**config.mk**
```make
export PLATFORM = sky130hd
export DESIGN_NAME = multicycle_ctrl_fsm
export DESIGN_NICKNAME = d
export VERILOG_FILES = /design/src/rtl/multicycle_ctrl_fsm.sv
export SDC_FILE = /design/constraint.sdc
export NUM_CORES = 1
export LEC_CHECK = 0
export BUFFER_PORTS_ARGS = -buffer_cell sky130_fd_sc_hd__buf_2
export CELL_PAD_IN_SITES_DETAIL_PLACEMENT = 1
export CELL_PAD_IN_SITES_GLOBAL_PLACEMENT = 2
export CORE_ASPECT_RATIO = 1.4
export CORE_MARGIN = 5
export CORE_UTILIZATION = 28
export CTS_CLUSTER_SIZE = 24
export DETAILED_ROUTE_END_ITERATION = 10
export HOLD_SLACK_MARGIN = 0.05
export PLACE_DENSITY_LB_ADDON = 0.1
export SLEW_MARGIN = 20
export SYNTH_ARGS = -nofsm -noshare
export SYNTH_HDL_FRONTEND = slang
export SYNTH_SLANG_ARGS = --single-unit
```
**constraint.sdc**
```tcl
create_clock -name CLK -period 2.2 [get_ports CLK]
set_clock_uncertainty 0.05 [all_clocks]
set_input_delay 0.44 -clock CLK [delete_from_list [all_inputs] [get_ports CLK]]
set_output_delay 0.44 -clock CLK [all_outputs]
set_load 0.01 [all_outputs]
```
**src/rtl/multicycle_ctrl_fsm.sv**
```systemverilog
// Multicycle MIPS control unit: Moore FSM for fetch/decode/execute/memory/writeback with memory wait states.
// Build option ILLEGAL_TRAP_EN: illegal opcodes halt in TRAP instead of retiring as a NOP.
module multicycle_ctrl_fsm #(
  parameter int                  OPCODE_W = 6,
  parameter int                  MEM_LAT  = 0,
  parameter logic [OPCODE_W-1:0] OP_RTYPE = 6'b000000,
  parameter logic [OPCODE_W-1:0] OP_LW    = 6'b100011,
  parameter logic [OPCODE_W-1:0] OP_SW    = 6'b101011,
  parameter logic [OPCODE_W-1:0] OP_BEQ   = 6'b000100,
  parameter logic [OPCODE_W-1:0] OP_BNE   = 6'b000101,
  parameter logic [OPCODE_W-1:0] OP_J     = 6'b000010,
  parameter logic [OPCODE_W-1:0] OP_ADDI  = 6'b001000
) (
  input  logic                CLK,
  input  logic                RST,
  input  logic [OPCODE_W-1:0] opcode,
  output logic [1:0]          ALUOp,
  output logic                ALUInSel1,
  output logic [1:0]          ALUInSel2,
  output logic                MtoRFSel,
  output logic                RFDSel,
  output logic                IDSel,
  output logic [1:0]          PCSel,
  output logic                IRWE,
  output logic                PCWE,
  output logic                DMWE,
  output logic                RFWE,
  output logic                Branch,
  output logic                BranchNE,
  output logic                illegal,
  output logic [3:0]          state_o
);

  typedef enum logic [3:0] {
    S_FETCH   = 4'd0,
    S_DECODE  = 4'd1,
    S_MEMADR  = 4'd2,
    S_MEMRD   = 4'd3,
    S_MEMWB   = 4'd4,
    S_MEMWR   = 4'd5,
    S_EXEC    = 4'd6,
    S_ALUWB   = 4'd7,
    S_BEQ     = 4'd8,
    S_JUMP    = 4'd9,
    S_ADDI_EX = 4'd10,
    S_ADDI_WB = 4'd11,
    S_BNE     = 4'd12,
    S_TRAP    = 4'd13
  } state_t;

  localparam logic [3:0] LAT = 4'(MEM_LAT);

  state_t     state_r;
  state_t     state_n;
  logic [3:0] cnt_r;
  logic [3:0] cnt_n;
  logic       illegal_r;
  logic       illegal_n;
  logic       run_r;
  logic       last_s;
  logic [3:0] out_sel_s;

  logic op_lw_s, op_sw_s, op_rtype_s, op_beq_s, op_bne_s, op_j_s, op_addi_s;

  assign op_lw_s    = (opcode == OP_LW);
  assign op_sw_s    = (opcode == OP_SW);
  assign op_rtype_s = (opcode == OP_RTYPE);
  assign op_beq_s   = (opcode == OP_BEQ);
  assign op_bne_s   = (opcode == OP_BNE);
  assign op_j_s     = (opcode == OP_J);
  assign op_addi_s  = (opcode == OP_ADDI);

  // Final cycle of a memory access: the wait counter has run through MEM_LAT extra cycles.
  assign last_s = (cnt_r == LAT);

  // run_r is low from reset until the first clock edge after release, so the
  // release cycle carries no strobes and FETCH does not count it as a wait cycle.
  // State, wait counter, sticky illegal flag and run qualifier.
  always_ff @(posedge CLK or posedge RST) begin
    if (RST) begin
      state_r   <= S_FETCH;
      cnt_r     <= 4'd0;
      illegal_r <= 1'b0;
      run_r     <= 1'b0;
    end else begin
      state_r   <= state_n;
      cnt_r     <= cnt_n;
      illegal_r <= illegal_n;
      run_r     <= 1'b1;
    end
  end

  // Next-state, wait-counter and illegal-flag logic.
  always_comb begin
    state_n   = state_r;
    illegal_n = illegal_r;
    cnt_n     = cnt_r;
    if (run_r) begin
      case (state_r)
        S_FETCH:   state_n = last_s ? S_DECODE : S_FETCH;
        S_DECODE: begin
          if (op_lw_s || op_sw_s) begin
            state_n = S_MEMADR;
          end else if (op_rtype_s) begin
            state_n = S_EXEC;
          end else if (op_beq_s) begin
            state_n = S_BEQ;
          end else if (op_bne_s) begin
            state_n = S_BNE;
          end else if (op_j_s) begin
            state_n = S_JUMP;
          end else if (op_addi_s) begin
            state_n = S_ADDI_EX;
          end else begin
            illegal_n = 1'b1;
`ifdef ILLEGAL_TRAP_EN
            state_n   = S_TRAP;
`else
            state_n   = S_FETCH;
`endif
          end
        end
        S_MEMADR: begin
          if (op_lw_s) begin
            state_n = S_MEMRD;
          end else if (op_sw_s) begin
            state_n = S_MEMWR;
          end else begin
            state_n = S_FETCH;
          end
        end
        S_MEMRD:   state_n = last_s ? S_MEMWB : S_MEMRD;
        S_MEMWB:   state_n = S_FETCH;
        S_MEMWR:   state_n = last_s ? S_FETCH : S_MEMWR;
        S_EXEC:    state_n = S_ALUWB;
        S_ALUWB:   state_n = S_FETCH;
        S_BEQ:     state_n = S_FETCH;
        S_BNE:     state_n = S_FETCH;
        S_JUMP:    state_n = S_FETCH;
        S_ADDI_EX: state_n = S_ADDI_WB;
        S_ADDI_WB: state_n = S_FETCH;
`ifdef ILLEGAL_TRAP_EN
        S_TRAP:    state_n = S_TRAP;
`else
        S_TRAP:    state_n = S_FETCH;
`endif
        default:   state_n = S_FETCH;
      endcase
      if (state_n != state_r) begin
        cnt_n = 4'd0;
      end else if (cnt_r != LAT) begin
        cnt_n = cnt_r + 4'd1;
      end else begin
        cnt_n = cnt_r;
      end
    end else begin
      state_n = S_FETCH;
    end
  end

  // Until run_r rises the decode is steered to an unused code, which drives everything to 0.
  assign out_sel_s = run_r ? state_r : 4'd15;

  // Moore output decode.
  always_comb begin
    ALUOp     = 2'b00;
    ALUInSel1 = 1'b0;
    ALUInSel2 = 2'b00;
    MtoRFSel  = 1'b0;
    RFDSel    = 1'b0;
    IDSel     = 1'b0;
    PCSel     = 2'b00;
    IRWE      = 1'b0;
    PCWE      = 1'b0;
    DMWE      = 1'b0;
    RFWE      = 1'b0;
    Branch    = 1'b0;
    BranchNE  = 1'b0;
    case (out_sel_s)
      S_FETCH: begin
        ALUInSel2 = 2'b01;
        IRWE      = last_s;
        PCWE      = last_s;
      end
      S_DECODE: ALUInSel2 = 2'b10;
      S_MEMADR, S_ADDI_EX: begin
        ALUInSel1 = 1'b1;
        ALUInSel2 = 2'b10;
      end
      S_MEMRD: IDSel = 1'b1;
      S_MEMWB: begin
        MtoRFSel = 1'b1;
        RFWE     = 1'b1;
      end
      S_MEMWR: begin
        IDSel = 1'b1;
        DMWE  = last_s;
      end
      S_EXEC: begin
        ALUInSel1 = 1'b1;
        ALUOp     = 2'b10;
      end
      S_ALUWB: begin
        RFDSel = 1'b1;
        RFWE   = 1'b1;
      end
      S_BEQ: begin
        ALUInSel1 = 1'b1;
        ALUOp     = 2'b01;
        PCSel     = 2'b01;
        Branch    = 1'b1;
      end
      S_BNE: begin
        ALUInSel1 = 1'b1;
        ALUOp     = 2'b01;
        PCSel     = 2'b01;
        BranchNE  = 1'b1;
      end
      S_JUMP: begin
        PCSel = 2'b10;
        PCWE  = 1'b1;
      end
      S_ADDI_WB: RFWE = 1'b1;
      default: ALUOp = 2'b00;
    endcase
  end

  assign illegal = illegal_r;
  assign state_o = state_r;

endmodule

```
==> run_results.csv <==
group,metric,value,unit
floorplan,coreArea,3320,µm²
global_route,maximum_number_of_pins_on_one_net_before_global_route_repair,13,
power,pwr-share-clk,0.228,
final_layout,layout_commonest_cell,"buf_2",
floorplan,initial_util,0.286,
clock_network,tritoncts,"done",
logic_synthesis,synth_area_leaders,"dfrtp_1 26%, nor2_1 6.7%, inv_1 4.4%",
setup_path,end_kind,"primary output",
clock_network,num_cts_buffers,3,
logic_synthesis,postSynth.topFlopCell,"dfrtp_1",
logic_synthesis,unique_masters_post_synth,41,
clock_network,clock_transition_at_path_regs,50,ps
logic_synthesis,synth_top_area_cell,"dfrtp_1",
global_route,first_global_vias,1049,
setup_path,worstSetupStartpointType,"flop",
floorplan,die-height,78.9,µm
sta,finalHoldViolCount,0,
place,detailedPlacementHpwl,2600,µm
power,power.combinational.fraction,0.516,
clock_network,root_buffer_selected_by_cts,"clkbuf_8",
setup_path,data_arrival_time_of_the_worst_path,1620,ps
detailed_routing,route.vias.total,1043,
global_route,residual_overflow_from_global_routing,0,
final_layout,syn2layout_area_growth,41.0,%
setup_path,reg2reg_depth,7,
logic_synthesis,syn-num-nets,132,
final_layout,layout_cell_share_with_drive_strength_beyond_1,0.401,
detailed_routing,finalWirelength,3220,µm
power,share_seq_of_total_power,0.255,
floorplan,fp-row-count,25,
final_layout,num_antenna_cells,0,
final_layout,final_core_util,0.403,
detailed_routing,drt-vias-per-instance,5.04,
final_layout,final_net_count,178,
sta,setup_tns,0,ps
logic_synthesis,async_flop_share,1.00,
logic_synthesis,synth_edf_count,0,
detailed_routing,drt_drc_violations_left,0,
detailed_routing,detail-route-antenna-nets,0,
logic_synthesis,total_of_warnings_raised_by_yosys,0,
sta,peak_freq,474,MHz
detailed_routing,tritonroute_pass_1_iters,4,
clock_network,cts.htree.levels,1,
power,vdd_drop_max,0.631,mV
setup_path,worst_ep_required_time,1710,ps
floorplan,io_pins,29,
floorplan,die_width,59.2,µm
logic_synthesis,synth_cells,122,
global_route,antenna_found_initial,0,
clock_network,ctsLongestPathBuffers,2,
sta,drv_slew,0,
place,gpl.final_weighted_congestion,0.749,
setup_path,path_max_fanout,6,
detailed_routing,routedWlPerCell,15.5,µm
logic_synthesis,seq_total_area_yosys,0.264,
power,proportion_of_total_power_due_to_net_switching,0.374,
power,p_switching,0.381,mW
logic_synthesis,netlist.area_leader.share,0.264,
run_status,run_status,"completed",
place,portBuffers,28,
logic_synthesis,average_cell_area_after_synthesis,7.77,µm²
sta,post-route-period-util,0.958,
clock_network,worst_skew_pair.late_latency,240,ps
global_route,grtUsageTotal,0.144,
run,max-cap-violations,0,
power,internal_power,0.638,mW
setup_path,timing.setup.critical_path_class,"reg2out",
detailed_routing,drt-initial-drc-count,9,
power,power.leakage,0.646,nW
power,cellPowerDensity,762,nW/µm²
logic_synthesis,synth.ff_latch_count,10,
sta,min_period,2110,ps
final_layout,mostFrequentLayoutCells,"28 x buf_2, 18 x buf_4, 16 x nor2_1, 9 x inv_1, 7 x dfrtp_1",
global_route,first_pass_grt_wire_length,5130,µm
floorplan,area_enclosed_by_the_die_boundary,4670,µm²
sta,setup-violations-final,0,
clock_network,cts_num_sinks,10,
logic_synthesis,syn_area,948,µm²
hold_path,holdCritPathClass,"in2async",
==> synth_stat cells (2+ instances only) <==
cell / instances
o21ai_0: 4
inv_1: 11
a31oi_1: 4
nand2b_1: 3
clkbuf_1: 2
and3_1: 4
xnor2_1: 3
or2_2: 2
nand4_1: 3
buf_2: 3
nor4b_1: 2
nor3_1: 6
buf_6: 2
nand2_1: 6
o22ai_1: 2
nor2_1: 17
and2_1: 5
o21a_1: 2
ha_1: 2
mux2i_1: 2
a21oi_1: 2
nor4_1: 3
o2111ai_1: 2
dfrtp_1: 10
nand3_1: 4
==> kinds of logic after synthesis <==
kind of cell / synth area share
simple gates: 0.377
compound gates: 0.169
buf+inv: 0.0950
flops: 0.264
xor+xnor: 0.0277
mux: 0.0369
fa+ha+maj: 0.0264
other cells: 0.00395
==> per-stage QoR <==
stage / hold WS (ps) / cells / area, µm² / worst slack, ps / total power, mW
final: 120 / 207 / 1340 / 92.1 / 1.02
after global routing: 151 / 207 / 1340 / -4.35 / 1.10
after CTS: 132 / 200 / 1260 / 29.7 / 0.992
after detailed placement: 391 / 196 / 1190 / -17.5 / 0.736
after global placement: 380 / 196 / 1190 / 77.5 / 0.719
after floorplan: 230 / 122 / 948 / 92.6 / 0.571
==> timing repair <==
item                       in CTS  in global routing
gates resized for setup         4                  6
setup buffers                   0                  7
pin swaps                       0                  4
hold buffers                    0                  0
setup endpoints to repair       6                  8
==> per-layer routing <==
layer | part of all wire | track usage | vias up
met3 | 0.040 | 0.0325 | 2
met1 | 0.39 | 0.152 | 502
met5 | 0 | 0 | -
met2 | 0.56 | 0.270 | 20
li1 | - | - | 519
met4 | 0.0044 | 0.0408 | 0
==> sequential cells by signal, summed over array words and instances (netlist names) <==
signal	count
state_o	4
cnt_r	4
illegal	1
run_r	1
==> power groups by stage <==
stage          Sequential, mW  Combinational, mW  Clock, mW
4_1_cts                 0.264              0.486      0.243
2_1_floorplan           0.249              0.322          0
3_5_place_dp            0.264              0.472          0
5_1_grt                 0.266              0.581      0.254
6_report                0.260              0.526      0.233
3_3_place_gp            0.261              0.457          0
==> critical path, stage by stage (launching register included) <==
cell	delay, ps
dfrtp_2	450
buf_4	170
buf_4	150
nor2_2	180
nand2_1	120
nor3_1	150
buf_2	160
==> layout make-up <==
class / instances / area [µm²]
fillers: 446 / 1980
multi-input cells: 93 / 631
well taps: 40 / 50.0
inverters: 12 / 45.0
clock buffers: 4 / 55.1
flip-flops and latches: 10 / 254
repair buffers: 48 / 303
==> path summary, 6_finish.rpt <==
check / from / to / slack (ps)
worst max-delay path: state_o[3] / MtoRFSel / 90
worst min-delay path: RST / run_r / 120
worst max register to register: state_o[3] / cnt_r[3] / 90
worst min register to register: illegal / illegal / 410
max in group asynchronous: RST / state_o[2] / 1670
min in group CLK: illegal / illegal / 410
(Power assumes the default switching activity.)
